## config.mk

```make
export PLATFORM = sky130hd
export DESIGN_NAME = filtro_load
export DESIGN_NICKNAME = d
export VERILOG_FILES = /design/src/rtl/filtro_load.sv
export SDC_FILE = /design/constraint.sdc
export NUM_CORES = 1
export LEC_CHECK = 0
export BUFFER_PORTS_ARGS = -buffer_cell sky130_fd_sc_hd__buf_2
export CORE_UTILIZATION = 31
export CTS_BUF_LIST = sky130_fd_sc_hd__clkbuf_16
export CTS_CLUSTER_SIZE = 12
export DETAILED_ROUTE_END_ITERATION = 8
export PLACE_DENSITY = 0.57
export SLEW_MARGIN = 20
export SYNTH_ARGS = -nofsm -noshare
export SYNTH_HDL_FRONTEND = slang
export SYNTH_SLANG_ARGS = --single-unit
```

## constraint.sdc

```tcl
create_clock -name i_clk -period 2.8 [get_ports i_clk]
set_input_delay 0.7 -clock i_clk [delete_from_list [all_inputs] [get_ports i_clk]]
set_output_delay 0.7 -clock i_clk [all_outputs]
set_load 0.01 [all_outputs]
```

## src/rtl/filtro_load.sv

```systemverilog
// rtl/filtro_load.sv - MEM-stage load unit: aligned word read, byte/halfword extract, extend, stall
module filtro_load #(
  parameter int NBITS      = 32,
  parameter int TNBITS     = 2,
  parameter int NADDR      = 32,
  parameter int MAX_ESPERA = 8
) (
  input  logic              i_clk,
  input  logic              i_reset,
  input  logic              i_Load,
  input  logic [NADDR-1:0]  i_Direccion,
  input  logic [TNBITS-1:0] i_Tamano,
  input  logic              i_Signo,
  output logic              o_MemLeer,
  output logic [NADDR-1:0]  o_MemDireccion,
  input  logic [NBITS-1:0]  i_MemDato,
  input  logic              i_MemListo,
  output logic [NBITS-1:0]  o_DatoLeido,
  output logic              o_Valido,
  output logic              o_ErrorAlineacion,
  output logic              o_ErrorTimeout,
  output logic              o_Stall
);

  // Counter must be able to hold MAX_ESPERA-1; one extra bit keeps the width >= 1.
  localparam int CW = $clog2(MAX_ESPERA + 1);

  localparam logic [TNBITS-1:0] T_LW = TNBITS'(0);
  localparam logic [TNBITS-1:0] T_LB = TNBITS'(1);
  localparam logic [TNBITS-1:0] T_LH = TNBITS'(2);

  typedef enum logic [1:0] {
    IDLE  = 2'd0,
    LEER  = 2'd1,
    ERROR = 2'd2
  } state_t;

  state_t            state, state_next;
  logic [CW-1:0]     counter, counter_next;
  logic [NADDR-1:0]  addr_q;
  logic [TNBITS-1:0] tam_q;
  logic              signo_q;
  logic              timeout_q, timeout_next;
  logic [NBITS-1:0]  dato_q, dato_next;
  logic              valido_q, valido_next;
  logic              capture;

  // Alignment rule: LW needs addr[1:0]==0, LH needs addr[0]==0, LB always fine, other codes invalid.
  function automatic logic aligned(input logic [NADDR-1:0] a, input logic [TNBITS-1:0] t);
    logic ok;
    ok = 1'b0;
    if (t == T_LW)      ok = (a[1:0] == 2'b00);
    else if (t == T_LH) ok = (a[0] == 1'b0);
    else if (t == T_LB) ok = 1'b1;
    return ok;
  endfunction

  // Little-endian lane select from the memory word followed by sign or zero extension.
  function automatic logic [NBITS-1:0] extract(input logic [NBITS-1:0] d,
                                               input logic [NADDR-1:0] a,
                                               input logic [TNBITS-1:0] t,
                                               input logic s);
    logic [7:0]       b;
    logic [15:0]      h;
    logic [NBITS-1:0] r;
    b = d[{a[1:0], 3'b000} +: 8];
    h = d[{a[1], 4'b0000} +: 16];
    r = d;
    if (t == T_LB)      r = {{(NBITS-8){s & b[7]}}, b};
    else if (t == T_LH) r = {{(NBITS-16){s & h[15]}}, h};
    return r;
  endfunction

  // State, wait counter, result register and the one-cycle valid pulse.
  always_ff @(posedge i_clk or negedge i_reset) begin
    if (!i_reset) begin
      state     <= IDLE;
      counter   <= '0;
      timeout_q <= 1'b0;
      dato_q    <= '0;
      valido_q  <= 1'b0;
    end else begin
      state     <= state_next;
      counter   <= counter_next;
      timeout_q <= timeout_next;
      dato_q    <= dato_next;
      valido_q  <= valido_next;
    end
  end

  // Request latch: address, size and sign mode are captured when a load is accepted in IDLE.
  always_ff @(posedge i_clk or negedge i_reset) begin
    if (!i_reset) begin
      addr_q  <= '0;
      tam_q   <= '0;
      signo_q <= 1'b0;
    end else if (capture) begin
      addr_q  <= i_Direccion;
      tam_q   <= i_Tamano;
      signo_q <= i_Signo;
    end
  end

  // Next-state logic: accept in IDLE, wait for memory in LEER, one-cycle ERROR report.
  always_comb begin
    state_next   = state;
    counter_next = counter;
    timeout_next = timeout_q;
    dato_next    = dato_q;
    valido_next  = 1'b0;
    capture      = 1'b0;
    case (state)
      IDLE: begin
        if (i_Load) begin
          capture = 1'b1;
          if (aligned(i_Direccion, i_Tamano)) begin
            state_next   = LEER;
            counter_next = '0;
          end else begin
            state_next   = ERROR;
            timeout_next = 1'b0;
            dato_next    = '1;
          end
        end
      end
      LEER: begin
        if (i_MemListo) begin
          state_next  = IDLE;
          dato_next   = extract(i_MemDato, addr_q, tam_q, signo_q);
          valido_next = 1'b1;
        end else if (counter == CW'(MAX_ESPERA - 1)) begin
          state_next   = ERROR;
          timeout_next = 1'b1;
          dato_next    = '1;
          counter_next = '0;
        end else begin
          counter_next = counter + CW'(1);
        end
      end
      ERROR: begin
        state_next = IDLE;
      end
      default: begin
        state_next = IDLE;
      end
    endcase
  end

  // Outputs decoded from state; the stall also covers the request cycle itself.
  always_comb begin
    o_MemLeer         = (state == LEER);
    o_MemDireccion    = (state == LEER) ? {addr_q[NADDR-1:2], 2'b00} : '0;
    o_DatoLeido       = dato_q;
    o_Valido          = valido_q;
    o_ErrorAlineacion = (state == ERROR) & ~timeout_q;
    o_ErrorTimeout    = (state == ERROR) & timeout_q;
    o_Stall           = (state == LEER) | ((state == IDLE) & i_Load);
  end

endmodule

```

# Word level (Yosys, flattened, before mapping)
# Index checks and enable logic that the tools add are counted.
dict set report totals {
  out_inout_bits 69
  regBits 75
}
dict set report classes {
  reduce_logical 8
  muxes 32
  n_eq_ne 13
  add_sub_neg 1
  bitwise 8
  shifts 2
}
# op count
set op_table {}
lappend op_table {{32-bit two-way mux} 7}
lappend op_table {{32-bit one-hot mux with 2 select lines} 1}
lappend op_table {{32-bit by 6-bit indexed part select with 16-bit output} 1}
lappend op_table {{32-bit by 6-bit indexed part select with 8-bit output} 1}
lappend op_table {{4-bit two-way mux} 4}
lappend op_table {{1-bit two-way mux} 13}
lappend op_table {{2-bit two-way mux} 4}
lappend op_table {{2-bit inequality test, second input constant} 4}
lappend op_table {{4-bit one-hot mux with 2 select lines} 1}
lappend op_table {{4-bit AND reduction} 2}
lappend op_table {{2-bit by 1-bit == test with 1-bit output, second input constant} 3}
lappend op_table {{2-bit == test, second input constant} 3}
lappend op_table {{2-bit zero test} 3}
lappend op_table {{1-bit AND} 5}
lappend op_table {{5-bit AND reduction} 1}
lappend op_table {{4-bit by 1-bit adder with 4-bit output, second input constant} 1}
lappend op_table {{4-bit by 3-bit == test with 1-bit output, second input constant} 1}
lappend op_table {{2-bit one-hot mux with 2 select lines} 1}
lappend op_table {{3-bit by 1-bit inequality test with 1-bit output, second input constant} 1}
lappend op_table {{2-bit by 1-bit inequality test with 1-bit output, second input constant} 1}
lappend op_table {{1-bit NOT} 2}
lappend op_table {{1-bit one-hot mux with 2 select lines} 1}
lappend op_table {{2-bit AND reduction} 1}
lappend op_table {{2-bit nonzero test} 1}
lappend op_table {{1-bit bitwise OR} 1}

# Longest topological paths before layout
dict set report depth {
  word_depth 9
  ltp_mapped 8
  ltp_nobuf 6
}

# Worst setup path before layout
# No wires, ideal clock.
dict set report synth_timing {
  kind {register to output}
  from {register state[1]}
  to {output o_MemDireccion[22]}
  stages_incl_launch_ff 5
  t_arrival_ps 1230
  slack_ps 870
  t_required_ps 2100
  path_cell_list {dfrtp_1 > nand2b_1 > inv_2 > clkbuf_1 > and2_1}
}
dict set report synth_between {
  elab_chain_cells 2
}
# element line_no
set synth_rtl {}
lappend synth_rtl {{start: declaration} 38} ;# state_t state, state_next;
lappend synth_rtl {{start signal: assignment} 83} ;# state <= state_next;
lappend synth_rtl {{2-bit by 1-bit == test with 1-bit output} -}
lappend synth_rtl {{via o_MemLeer} 14} ;# output logic o_MemLeer,
lappend synth_rtl {{32-bit two-way mux} 152} ;# o_MemDireccion = (state == LEER) ? {addr_q[NADDR-1:2], 2'b00} : '0;
lappend synth_rtl {{end: declaration} 15} ;# output logic [NADDR-1:0] o_MemDireccion,
# The timed path passes the listed nets, and every way through them passes these cells.

# Worst setup path in the final report
dict set report layout_timing {
  from {register state[1]}
  to {output o_MemDireccion[9]}
}
dict set report layout_between {
  elab_chain_cells 2
}
# element line_no
set layout_rtl {}
lappend layout_rtl {{2-bit by 1-bit == test with 1-bit output} 152}
lappend layout_rtl {{32-bit two-way mux} 152}
# No other way between the ends.

==> results.rst <==
.. list-table::
   :header-rows: 1

   * - Metric
     - Value
   * - Result of the run
     - completed
   * - Number of endpoints failing setup at the final stage
     - 0
   * - Detailed placement HPWL
     - 7631 um
   * - P per Cell Area
     - 816.6 nW/um^2
   * - Final instance area
     - 4991 um^2
   * - Global-route wire length before repair
     - 16,670 um
   * - Number of instances in the synthesized netlist
     - 330
   * - Detailed-router iteration count before antenna repair
     - 4
   * - Final setup skew
     - 5.359 ps
   * - Fraction of layout cells with a size suffix above 1
     - 47.08%
   * - Area share of the leading cell type in the synthesized netlist
     - 48.75%
   * - Pre-CTS WS
     - 630.7 ps
   * - TritonCTS buffer count
     - 9
   * - Final slew viol count
     - 0
   * - Worst r2r src
     - tam_q[1]
   * - Critical Path RT
     - 2100 ps
   * - Root Buffer
     - clkbuf_16
   * - Unrepaired setup endpoints after global routing
     - false
   * - CTS Buffer Depth
     - 2
   * - Worst hold-check path type
     - in -> async
   * - Area taken by flip-flops and latches
     - 1877 um^2
   * - Chip Width
     - 113.4 um
   * - Io pins
     - 140
   * - Rel. slew slack
     - 53.56%
   * - DRC
     - 0
   * - Leakage power figure
     - 2.228 nW
   * - Final estimated routing congestion in global placement
     - 0.8444
   * - Number of hold buffers added after cts
     - 0
   * - Yosys synthesis warning count
     - 0
   * - Clock Power Share
     - 31.9%
   * - Area of the core
     - 12,060 um^2
   * - Length in cells of the worst reg-to-reg path
     - 4
   * - Clock-pin slew on the worst setup and hold paths
     - 60 ps
   * - Resized cells post-CTS
     - 0
   * - Minimum clock period
     - 2514 ps
   * - Maximum net fanout on the critical path
     - 36
   * - DIE AREA
     - 12,870 um^2
   * - Worst setup margin
     - 286.3 ps
   * - Dominant cells by area after synthesis
     - dfrtp_1 (49%), mux2_2 (10%), and2_1 (5.2%)
   * - Average wire per cell in the routed design
     - 16.48 um
   * - Starting DRC count in detailed routing
     - 198
   * - Row cnt
     - 40
   * - Netlist Area Pre-Place
     - 3850 um^2
   * - Overflow left after global routing
     - 0
   * - Hold_ws
     - 353.4 ps
   * - Cell taking the most area after synthesis
     - dfrtp_1
   * - Via count
     - 3,161
   * - Register bit count reported by yosys
     - 75
   * - Worst EP arrival
     - 1810 ps
   * - Fraction of the yosys area taken by sequential cells
     - 48.75%
   * - Sequential share of power
     - 39.0%
   * - Register-to-register setup slack
     - 640 ps
   * - Post-CTS Setup Repair Bufs
     - 0
   * - Category of the worst setup path launch point
     - register
   * - Maximum vdd ir drop
     - 0.0004019 V
   * - Number of endpoints with negative hold slack in the final report
     - 0
   * - Initial core utilization
     - 31.92%
   * - Pin count of the biggest net entering global routing
     - 42
   * - Switching part of the total power
     - 30.59%
   * - Clock tree from TritonCTS
     - done
   * - CP Class
     - reg -> out
   * - Layout overhead on the synthesized area
     - 29.64%
   * - Final wirelength
     - 10,400 um
   * - Worst flop-to-flop path endpoint
     - o_DatoLeido[16]
   * - Timing-limited maximum frequency
     - 397.8 MHz
   * - Number of global-route vias before repair
     - 3,273
   * - Final non-filler cell total
     - 631
   * - Number of placed instances, taps included
     - 615
   * - Antenna violations before repair
     - 0
   * - Nature of the critical path endpoint
     - output pin
   * - Period utilisation layout
     - 89.78%
   * - Internal power contribution
     - 0.002829 W
   * - Dpl cell area
     - 4659 um^2
   * - # H-tree levels
     - 3
   * - Number of vias per cell after detailed routing
     - 5.010
   * - Transition time at the pin with the least slew margin
     - 696.6 ps
   * - Buffers added on ports
     - 137
   * - Total number of clock tree sinks
     - 75
   * - Power spent charging and discharging nets
     - 0.001247 W
   * - Start point of the critical path
     - state[1]
   * - Gate power share
     - 29.1%
   * - Global routing usage summed across all routing layers
     - 16.64%
   * - Number of maximum-capacitance violations
     - 0
   * - Post-synthesis average cell area
     - 11.67 um^2
   * - Distinct cells, synth
     - 46
   * - Setup TNS after final layout
     - 0 ps
   * - Net count of the finished layout
     - 530
   * - Number of inserted filler cells in the final layout
     - 1,177
   * - Number of diodes
     - 0
   * - ANT nets after route
     - 0
   * - Area used by multi-input combinational logic
     - 1813 um^2
   * - Die Y-Extent
     - 113.4 um
   * - Clock latency reported for the late side of the worst-skew pair
     - 330 ps
[worst max path at each step]
stage / end / slack, ps
after floorplan: o_MemDireccion[22] / 870
after global placement: o_MemDireccion[27] / 650
after detailed placement: o_MemDireccion[27] / 630
after global routing: o_MemDireccion[3] / 150
after CTS: o_MemDireccion[27] / 260
final: o_MemDireccion[9] / 290
[sequential cells by signal (all words and copies together) (netlist names)]
signal / count
addr_q: 32
state: 2
signo_q: 1
timeout_q: 1
tam_q: 2
o_DatoLeido: 32
counter: 4
o_Valido: 1
[layout make-up]
class / count / share of cell area (%)
sequential: 75 / 37.60
multi-input combinational: 222 / 36.32
timing repair buffer: 143 / 14.69
clock buffer: 9 / 4.512
tap: 168 / 4.212
clock inverter: 7 / 2.131
inverter: 7 / 0.5264
[critical path, cell delays in order, from the launching register on]
cell and delay (ps):
dfrtp_1 440, nand2b_1 280, inv_2 420, and2_1 200
buf_2 130
[routing by layer]
layer	up-vias	wire length (um)	GRT usage [%]	share of wire, %
met4	0	77	4.912	0.74
met1	1552	4628	21.45	45
met3	9	844	5.685	8.1
met2	132	4847	26.50	47
li1	1468	-	-	-
met5	-	0	0	0
[per-stage QoR]
step | total power, W | utilization [%]
2_1_floorplan | 0.002382 | -
3_3_place_gp | 0.002773 | 38.63
3_5_place_dp | 0.002801 | 38.63
4_1_cts | 0.004126 | 41.38
5_1_grt | 0.004308 | 41.38
6_report | 0.004076 | 41.38
[cell usage in the layout (no fill, tap or decap), drive strengths merged, types with 8 or more instances in the layout]
| cell | Yosys | layout |
|---|---|---|
| mux2 | 35 | 35 |
| o22a | 16 | 16 |
| nand2 | 28 | 28 |
| and2 | 32 | 32 |
| buf | 17 | 143 |
| mux4 | 8 | 8 |
| clkbuf | 10 | 9 |
| a2bb2oi | 17 | 17 |
| a21oi | 26 | 26 |
| dfrtp | 75 | 75 |
[power by group through the flow]
stage	clock, W	combinational [W]	sequential (W)
final	0.00130	0.00119	0.00159
after detailed placement	0	0.00120	0.00161
after CTS	0.00134	0.00120	0.00159
after floorplan	0	0.000800	0.00158
after global placement	0	0.00118	0.00160
after global routing	0.00138	0.00130	0.00163
[cell usage after synthesis, drive strengths merged]
library cell,instances
or3b,1
and3,1
mux2i,4
and2,32
ha,1
nand2,28
nor2b,3
o22a,16
o211a,1
o311ai,1
a32o,7
a221oi,7
a21oi,26
a22o,1
mux4,8
and3b,2
o21a,1
nor3,2
conb,1
a22oi,1
o31a,1
nand3,5
nand4b,1
nand3b,1
a2bb2oi,17
mux2,35
inv,7
nor3b,2
or4,1
nor4,1
nor2,2
a31oi,2
clkbuf,10
buf,17
nand2b,4
o21ai,4
dfrtp,75
a21o,1
[cell families after synthesis]
| logic type | Yosys count | share of synthesized area [%] |
|---|---|---|
| AOI/OAI and AO/OA | 86 | 17.81 |
| and+or+nand+nor | 86 | 12.51 |
| DFF | 75 | 48.75 |
| muxes | 47 | 15.96 |
| buffers and inverters | 34 | 4.550 |
| adders and majority gates | 1 | 0.3249 |
| other | 1 | 0.09740 |
No activity file was read; power rests on OpenSTA's default activity.
